**src/rtl/nano_line_rx.sv**
```systemverilog
// nano_line_rx: 8N1 LSB-first serial receiver for the nanoTX line output.
// Recovers bytes and pairs them into 16-bit words, low byte first.
module nano_line_rx #(
  parameter int unsigned CLKS_PER_BIT = 16,
  parameter int unsigned SYNC_STAGES  = 2
) (
  input  logic        ck,
  input  logic        rst,
  input  logic        line,
  output logic [15:0] word,
  output logic        word_valid,
  output logic        byte_valid,
  output logic        frame_err,
  output logic        busy
);

  localparam int unsigned CntW = $clog2(CLKS_PER_BIT);
  localparam logic [CntW-1:0] BitLoad  = CntW'(CLKS_PER_BIT - 1);
  localparam logic [CntW-1:0] HalfLoad = CntW'(CLKS_PER_BIT / 2 - 1);

  typedef enum logic [1:0] {StIdle, StStart, StData, StStop} state_e;

  logic [SYNC_STAGES-1:0] sync_q;
  logic                   ls;
  logic                   ls_prev_q;
  logic                   fall;

  state_e          state_q, state_d;
  logic [CntW-1:0] baud_q, baud_d;
  logic [2:0]      bit_idx_q, bit_idx_d;
  logic [7:0]      shreg_q, shreg_d;
  logic [7:0]      lo_q, lo_d;
  logic            phase_q, phase_d;  // 0: expect low byte, 1: expect high byte
  logic [15:0]     word_q, word_d;
  logic            wv_q, wv_d;
  logic            bv_q, bv_d;
  logic            fe_q, fe_d;
  logic            busy_q, busy_d;

  assign ls   = sync_q[SYNC_STAGES-1];
  assign fall = ls_prev_q & ~ls;

  // Input synchronizer and edge-detect history; reset to idle level so no false start.
  always_ff @(posedge ck or posedge rst) begin
    if (rst) begin
      sync_q    <= '1;
      ls_prev_q <= 1'b1;
    end else begin
      sync_q    <= {sync_q[SYNC_STAGES-2:0], line};
      ls_prev_q <= ls;
    end
  end

  // Next-state logic: frame FSM, baud/bit counters, byte pairing and output pulses.
  always_comb begin
    state_d   = state_q;
    baud_d    = baud_q;
    bit_idx_d = bit_idx_q;
    shreg_d   = shreg_q;
    lo_d      = lo_q;
    phase_d   = phase_q;
    word_d    = word_q;
    wv_d      = 1'b0;
    bv_d      = 1'b0;
    fe_d      = 1'b0;
    unique case (state_q)
      StIdle: begin
        // Edge-triggered so a held-low line cannot restart the FSM.
        if (fall) begin
          state_d = StStart;
          baud_d  = HalfLoad;
        end
      end
      StStart: begin
        if (baud_q == '0) begin
          if (!ls) begin
            state_d   = StData;
            bit_idx_d = 3'd0;
            baud_d    = BitLoad;
          end else begin
            state_d = StIdle;  // glitch, not a real start bit
          end
        end else begin
          baud_d = baud_q - 1'b1;
        end
      end
      StData: begin
        if (baud_q == '0) begin
          shreg_d[bit_idx_q] = ls;
          baud_d             = BitLoad;
          if (bit_idx_q == 3'd7) begin
            state_d = StStop;
          end else begin
            bit_idx_d = bit_idx_q + 3'd1;
          end
        end else begin
          baud_d = baud_q - 1'b1;
        end
      end
      StStop: begin
        if (baud_q == '0) begin
          // Leaving at mid-stop lets a start bit directly after the stop be caught.
          state_d = StIdle;
          if (ls) begin
            bv_d = 1'b1;
            if (!phase_q) begin
              lo_d    = shreg_q;
              phase_d = 1'b1;
            end else begin
              word_d  = {shreg_q, lo_q};
              wv_d    = 1'b1;
              phase_d = 1'b0;
            end
          end else begin
            fe_d    = 1'b1;
            phase_d = 1'b0;  // drop any pending low byte
          end
        end else begin
          baud_d = baud_q - 1'b1;
        end
      end
      default: state_d = StIdle;
    endcase
    busy_d = (state_d != StIdle);
  end

  // State and registered outputs.
  always_ff @(posedge ck or posedge rst) begin
    if (rst) begin
      state_q   <= StIdle;
      baud_q    <= '0;
      bit_idx_q <= 3'd0;
      shreg_q   <= 8'h00;
      lo_q      <= 8'h00;
      phase_q   <= 1'b0;
      word_q    <= 16'h0000;
      wv_q      <= 1'b0;
      bv_q      <= 1'b0;
      fe_q      <= 1'b0;
      busy_q    <= 1'b0;
    end else begin
      state_q   <= state_d;
      baud_q    <= baud_d;
      bit_idx_q <= bit_idx_d;
      shreg_q   <= shreg_d;
      lo_q      <= lo_d;
      phase_q   <= phase_d;
      word_q    <= word_d;
      wv_q      <= wv_d;
      bv_q      <= bv_d;
      fe_q      <= fe_d;
      busy_q    <= busy_d;
    end
  end

  assign word       = word_q;
  assign word_valid = wv_q;
  assign byte_valid = bv_q;
  assign frame_err  = fe_q;
  assign busy       = busy_q;

endmodule

```
**config.mk**
```make
export PLATFORM = sky130hd
export DESIGN_NAME = nano_line_rx
export DESIGN_NICKNAME = d
export VERILOG_FILES = /design/src/rtl/nano_line_rx.sv
export SDC_FILE = /design/constraint.sdc
export NUM_CORES = 1
export LEC_CHECK = 0
export CAP_MARGIN = 20
export CELL_PAD_IN_SITES_DETAIL_PLACEMENT = 2
export CELL_PAD_IN_SITES_GLOBAL_PLACEMENT = 2
export CORE_UTILIZATION = 35
export DETAILED_ROUTE_END_ITERATION = 10
export GPL_TIMING_DRIVEN = 0
export PLACE_DENSITY = 0.83
export SYNTH_ARGS = -nofsm -noshare
export SYNTH_HDL_FRONTEND = slang
export SYNTH_SLANG_ARGS = --single-unit
```
**constraint.sdc**
```tcl
create_clock -name ck -period 2.4 [get_ports ck]
set_input_delay 0.6 -clock ck [delete_from_list [all_inputs] [get_ports ck]]
set_output_delay 0.6 -clock ck [all_outputs]
set_load 0.01 [all_outputs]
```
**Word level (Yosys, flattened, before mapping)**

Cells that the tools add are included.

- Bitwise logic cells: 3
- Muxes and demuxes: 33
- Equality and inequality tests: 11
- Reductions and logical operators: 11
- Add/subtract/negate cells: 2
- Order comparisons: 2

Operators by type and width:

| kind | number |
|---|---|
| $mux 4 | 5 |
| $pmux 4 s4 | 1 |
| $mux 1 | 13 |
| $mux 2 | 6 |
| $mux 3 | 4 |
| $ne 2x2->1 const B | 6 |
| $bwmux 8 | 1 |
| $pmux 2 s4 | 1 |
| $reduce_and 4->1 | 2 |
| $pmux 3 s2 | 1 |
| $reduce_and 5->1 | 1 |
| $eq 2x2->1 const B | 2 |
| $logic_not 4->1 | 1 |
| $lt 3x4->1 const B | 1 |
| $reduce_and 2->1 | 2 |
| $reduce_bool 2->1 | 2 |
| $sub 4x1->4 const B | 1 |
| $add 3x1->3 const B | 1 |
| $demux 1 s3 | 1 |
| $eq 3x3->1 const B | 1 |
| $ge 3x1->1 const B | 1 |
| $ne 3x3->1 const B | 1 |
| $reduce_and 3->1 | 1 |
| $eq 2x1->1 const B | 1 |
| 4 further kinds | 5 |

- Output and inout port bits: 20
- Input port bits: 3
- Logic and storage cells: 75
- Flip-flop bits (word level): 49

**Depth between registers and ports, before layout**

- Depth after elaboration: 5
- Mapped depth: 7
- Mapped depth without buffers: 6

**Worst setup path after synthesis**

OpenSTA, ideal clock, no wires.

- Path kind: register to register
- Start point: register baud_q[0]
- End point: register word_q[0], in the netlist word[0]
- Stages on the path, launching flop included: 8
- Path buffers: 1
- Slack: 0.487 ns
- Data arrival time: 1.788 ns
- Period minus slack after synthesis: 1.913 ns
- Setup time: 0.125 ns
- Data required time: 2.275 ns
- Cell sequence: dfrtp_1 inv_1 ha_1 nor3b_4 and3_4 nand2_4 buf_6 mux2_4

- Word-level cells in the longest chain between the ends: 2

Ends and longest elaborated chain:

| what | line | source |
|---|---|---|
| start, declared | 29 | `logic [CntW-1:0] baud_q, baud_d;` |
| start signal, assigned | 143 | `baud_q <= baud_d;` |
| $logic_not 4->1 | 101 | `if (baud_q == '0) begin` |
| $reduce_and 4->1 (no source line) | - |  |
| end signal, assigned | 148 | `word_q <= word_d;` |
| end, declared | 34 | `logic [15:0] word_q, word_d;` |

No other way between the ends.
A chain may end at the register's enable or synchronous reset.

**Worst setup path after layout**

- Start point: register baud_q[0]
- End point: register shreg_q[2]

- Word-level cells in the longest chain between the ends: 2

Ends and longest elaborated chain:

| what | line | source |
|---|---|---|
| $logic_not 4->1 | 88 | `if (baud_q == '0) begin` |
| $reduce_and 2->1 (no source line) | - |  |
| end signal, assigned | 145 | `shreg_q <= shreg_d;` |
| end, declared | 31 | `logic [7:0] shreg_q, shreg_d;` |

No other way between the ends.

==> impl_metrics.prom <==
# TYPE chip_impl_metric gauge
chip_impl_metric{name="port-buffer-count",unit=""} 22
chip_impl_info{name="postSynth.topFlopCell",value="dfrtp_1"} 1
chip_impl_metric{name="max_cap_viol_count",unit=""} 0
chip_impl_metric{name="synth.ff_latch_count",unit=""} 49
chip_impl_metric{name="cts_htree_levels",unit=""} 2
chip_impl_info{name="synth_area_leader_cell",value="dfrtp_1"} 1
chip_impl_metric{name="p_leak",unit="nW"} 1.28
chip_impl_metric{name="pin_count_of_the_biggest_net_entering_global_routing",unit=""} 32
chip_impl_metric{name="clock_skew",unit="ns"} 0.00800
chip_impl_metric{name="total_power",unit="W"} 0.00244
chip_impl_metric{name="power.share.clock",unit="%"} 23.9
chip_impl_info{name="worstSetupStartpointType",value="flip-flop"} 1
chip_impl_metric{name="dpl_worst_slack",unit="ns"} 0.148
chip_impl_metric{name="synth_seq_area_share",unit="%"} 56.2
chip_impl_metric{name="clk_lat_worst_skew",unit="ns"} 0.30
chip_impl_metric{name="rows",unit=""} 28
chip_impl_metric{name="netlist-cell-type-count",unit=""} 36
chip_impl_metric{name="synth_area_in_compound_gates",unit="%"} 6.40
chip_impl_metric{name="setup_violations",unit=""} 0
chip_impl_metric{name="post_synth_xor_area_fraction",unit="%"} 0
chip_impl_metric{name="slew-limit-headroom",unit="%"} 68.8
chip_impl_metric{name="post-synth-top-area-fraction",unit="%"} 52.6
chip_impl_metric{name="boundaryPins",unit=""} 23
chip_impl_metric{name="first_pass_grt_wire_length",unit="mm"} 8.07
chip_impl_metric{name="nNetsFinal",unit=""} 214
chip_impl_metric{name="cts_hold_buffers",unit=""} 0
chip_impl_info{name="outcome",value="finished, final reports clean"} 1
chip_impl_metric{name="start_util",unit="%"} 36.5
chip_impl_info{name="grt_setup_unrepaired",value="false"} 1
chip_impl_metric{name="tightestPinTransition",unit="ns"} 0.467
chip_impl_metric{name="syn-num-nets",unit=""} 181
chip_impl_metric{name="track_usage",unit="%"} 16.7
chip_impl_metric{name="drt.antenna.violating_nets",unit=""} 0
chip_impl_metric{name="synth_edf_count",unit=""} 0
chip_impl_metric{name="placeableCoreArea",unit="um^2"} 5990
chip_impl_metric{name="grt_remaining_overflow",unit=""} 0
chip_impl_info{name="tritoncts",value="built"} 1
chip_impl_info{name="root_buffer",value="clkbuf_8"} 1
chip_impl_metric{name="vias_in_the_first_global_route",unit=""} 1575
chip_impl_metric{name="sequentialPowerShare",unit="%"} 44.8
chip_impl_metric{name="rd_place_congestion",unit=""} 0.785
chip_impl_metric{name="final_layout_size_suffix_gt1_share",unit="%"} 27.3
chip_impl_metric{name="clock_buffer_count_from_cts",unit=""} 5
chip_impl_info{name="combinational_family_with_the_most_area_after_synthesis",value="multiplexers"} 1
chip_impl_metric{name="synth_async_sr_flop_share",unit="%"} 100
chip_impl_metric{name="arrival",unit="ns"} 2.39
chip_impl_info{name="critPathKind",value="flip-flop to flip-flop"} 1
chip_impl_metric{name="route.detailed.wl_per_inst",unit="um"} 17.4
chip_impl_metric{name="fin_crit",unit="ns"} 2.19
chip_impl_metric{name="drt-pass1-iter-count",unit=""} 4
chip_impl_metric{name="dr_total_vias",unit=""} 1445
chip_impl_metric{name="finalHoldViolCount",unit=""} 0
chip_impl_metric{name="yosysWarnings",unit=""} 0
chip_impl_metric{name="p_comb_share",unit="%"} 31.3
chip_impl_metric{name="drc_errors",unit=""} 0
chip_impl_metric{name="antenna_found_initial",unit=""} 0
chip_impl_metric{name="avgSynthCellArea",unit="um^2"} 12.8
chip_impl_metric{name="power.switching",unit="W"} 0.000843
chip_impl_metric{name="yosys.area_share.adder",unit="%"} 4.00
chip_impl_metric{name="hpwlAfterDp",unit="mm"} 3.32
chip_impl_metric{name="die_w",unit="um"} 81.1
chip_impl_metric{name="drv_slew",unit=""} 0
chip_impl_metric{name="post_drt_via_cell_ratio",unit=""} 5.16
chip_impl_metric{name="hold_slack",unit="ns"} 0.360
chip_impl_metric{name="syn_to_final_growth",unit="%"} 21.4
chip_impl_metric{name="clock.fmax",unit="MHz"} 456
chip_impl_metric{name="detail_route.wirelength",unit="mm"} 4.87
chip_impl_metric{name="worst_slack",unit="ns"} 0.205
chip_impl_metric{name="syn-cell-area",unit="um^2"} 2190
chip_impl_metric{name="clk_pin_slew_worst_paths",unit="ns"} 0.09
chip_impl_metric{name="worst_ep_required_time",unit="ns"} 2.60
chip_impl_metric{name="powerDensity",unit="nW/um^2"} 919
chip_impl_metric{name="synthSimpleGateAreaFrac",unit="%"} 12.7
chip_impl_metric{name="max-clock-path-buffers",unit=""} 2
chip_impl_info{name="post_synth_main_area_contributors",value="dfrtp_1 (53%), mux2_2 (12%), mux2_4 (6.2%)"} 1
chip_impl_info{name="worstHoldPathType",value="flip-flop to flip-flop"} 1
chip_impl_metric{name="power.switching_fraction",unit="%"} 34.5
chip_impl_metric{name="filler_instances",unit=""} 607
chip_impl_metric{name="postSynthCellCount",unit=""} 171
chip_impl_metric{name="cts.sinks",unit=""} 49
chip_impl_metric{name="p_int",unit="W"} 0.00160
chip_impl_info{name="timing.critical_path.to_type",value="flip-flop"} 1
chip_impl_metric{name="antennaDiodeCount",unit=""} 0
chip_impl_metric{name="post_synth_mux_area_share",unit="%"} 18.0
chip_impl_metric{name="final.period_utilization",unit="%"} 91.5
chip_impl_metric{name="worst-path-max-fanout",unit=""} 8
chip_impl_metric{name="drtIter0Drc",unit=""} 62
chip_impl_metric{name="ir_worst_vdd",unit="mV"} 0.326
chip_impl_metric{name="die_y",unit="um"} 81.1
chip_impl_metric{name="die_area",unit="um^2"} 6580
power groups by stage:
| stage | Sequential (W) | Combinational [W] | Clock, W |
|---|---|---|---|
| finish | 0.00109 | 0.000764 | 0.000585 |
| global route | 0.00112 | 0.000864 | 0.000631 |
| CTS | 0.00109 | 0.000742 | 0.000603 |
| detailed placement | 0.00111 | 0.000720 | 0 |
| global placement | 0.00109 | 0.000688 | 0 |
| floorplan | 0.00107 | 0.000538 | 0 |
area by class of cell:
cell class / count / area (um^2) / share of cell area [%]
Buffer: 5 / 33.8 / 1.27
Clock buffer: 6 / 72.6 / 2.73
Clock inverter: 2 / 38.8 / 1.46
Inverter: 7 / 26.3 / 0.989
Multi-Input combinational cell: 110 / 900 / 33.9
Sequential cell: 49 / 1230 / 46.3
Tap cell: 75 / 93.8 / 3.53
Timing Repair Buffer: 26 / 263 / 9.89
synth_stat cells, types with 2 or more instances:
cell type	number
o21ai_0	6
dfstp_2	3
ha_1	7
nor3b_1	5
nand3_1	2
nor3_1	4
nor2_1	14
a21o_1	2
nand2_1	13
a21oi_1	5
dfrtp_1	46
mux2_2	23
buf_6	2
mux2_4	9
inv_1	7
clkbuf_1	3
path summary, 6_finish.rpt:
kind / startpoint / end / slack [ns] / cells after the start
max reg2reg: baud_q[0]$_DFFE_PP0P_ / shreg_q[2]$_DFFE_PP0P_ / 0.21 / 7
min in group asynchronous: rst / baud_q[1]$_DFFE_PP0P_ / 0.61 / 2
min: sync_q[0]$_DFF_PP1_ / sync_q[1]$_DFF_PP1_ / 0.36 / 0
max: baud_q[0]$_DFFE_PP0P_ / shreg_q[2]$_DFFE_PP0P_ / 0.21 / 7
min reg2reg: sync_q[0]$_DFF_PP1_ / sync_q[1]$_DFF_PP1_ / 0.36 / 0
max in group asynchronous: rst / word[1]$_DFFE_PP0P_ / 1.29 / 3
worst max-delay path: stages (launching register included):
cell and delay (ns):
dfrtp_1 0.45, inv_1 0.08, ha_1 0.27, nor3b_4 0.21, buf_4 0.18, nand3b_1 0.17, nor3b_1 0.35, mux2_2 0.38
per-stage QoR:
step / std cells / setup TNS, ns / cell area, um^2 / util [%]
floorplan: 171 / 0 / 2190 / -
global placement: 268 / -16.56 / 2500 / 41.8
detailed placement: 269 / 0 / 2520 / 42.1
CTS: 277 / 0 / 2640 / 44.0
global route: 280 / 0 / 2660 / 44.4
finish: 280 / 0 / 2660 / 44.4
cell usage in the layout (no fill, tap or decap), types with 2 or more instances in the layout:
master,Yosys,routed
dfrtp_1,46,46
mux2_2,23,23
clkdlybuf4s50_1,0,22
nor2_1,14,14
nand2_1,13,13
mux2_4,9,9
ha_1,7,7
inv_1,7,6
o21ai_0,6,6
nor3b_1,5,5
a21oi_1,5,5
clkbuf_8,0,5
clkbuf_1,3,4
nor3_1,4,4
dfstp_2,3,3
buf_4,0,3
nand3_1,2,2
a21o_1,2,2
buf_6,2,2
routing by layer:
layer | share of wire [%] | vias up | track usage (%) | wire, um
li1 | - | 665 | - | -
met1 | 46 | 758 | 21.0 | 2220
met2 | 51 | 16 | 28.8 | 2500
met3 | 1.5 | 6 | 3.37 | 74
met4 | 1.5 | 0 | 4.82 | 74
met5 | 0 | - | 0 | 0
state kept, by name, summed over array words and instances, names as in the netlist:
| register | flops |
|---|---|
| sync_q | 2 |
| shreg_q | 8 |
| word | 16 |
| byte_valid | 1 |
| baud_q | 4 |
| bit_idx_q | 3 |
| state_q | 2 |
| lo_q | 8 |
| word_valid | 1 |
| busy | 1 |
| phase_q | 1 |
| frame_err | 1 |
| ls_prev_q | 1 |
logic make-up after synthesis:
kind of cell,count (synthesis)
DFF,49
adders and majority gates,7
muxes,32
AOI/OAI and AO/OA,21
buffers and inverters,12
and+or+nand+nor,50
repair_timing:
action | in CTS | in global routing
buffers inserted | 0 | 3
endpoints found under the setup margin | 0 | 13
resized for setup | 0 | 0
Note: power is estimated with default switching activity, not from simulation.
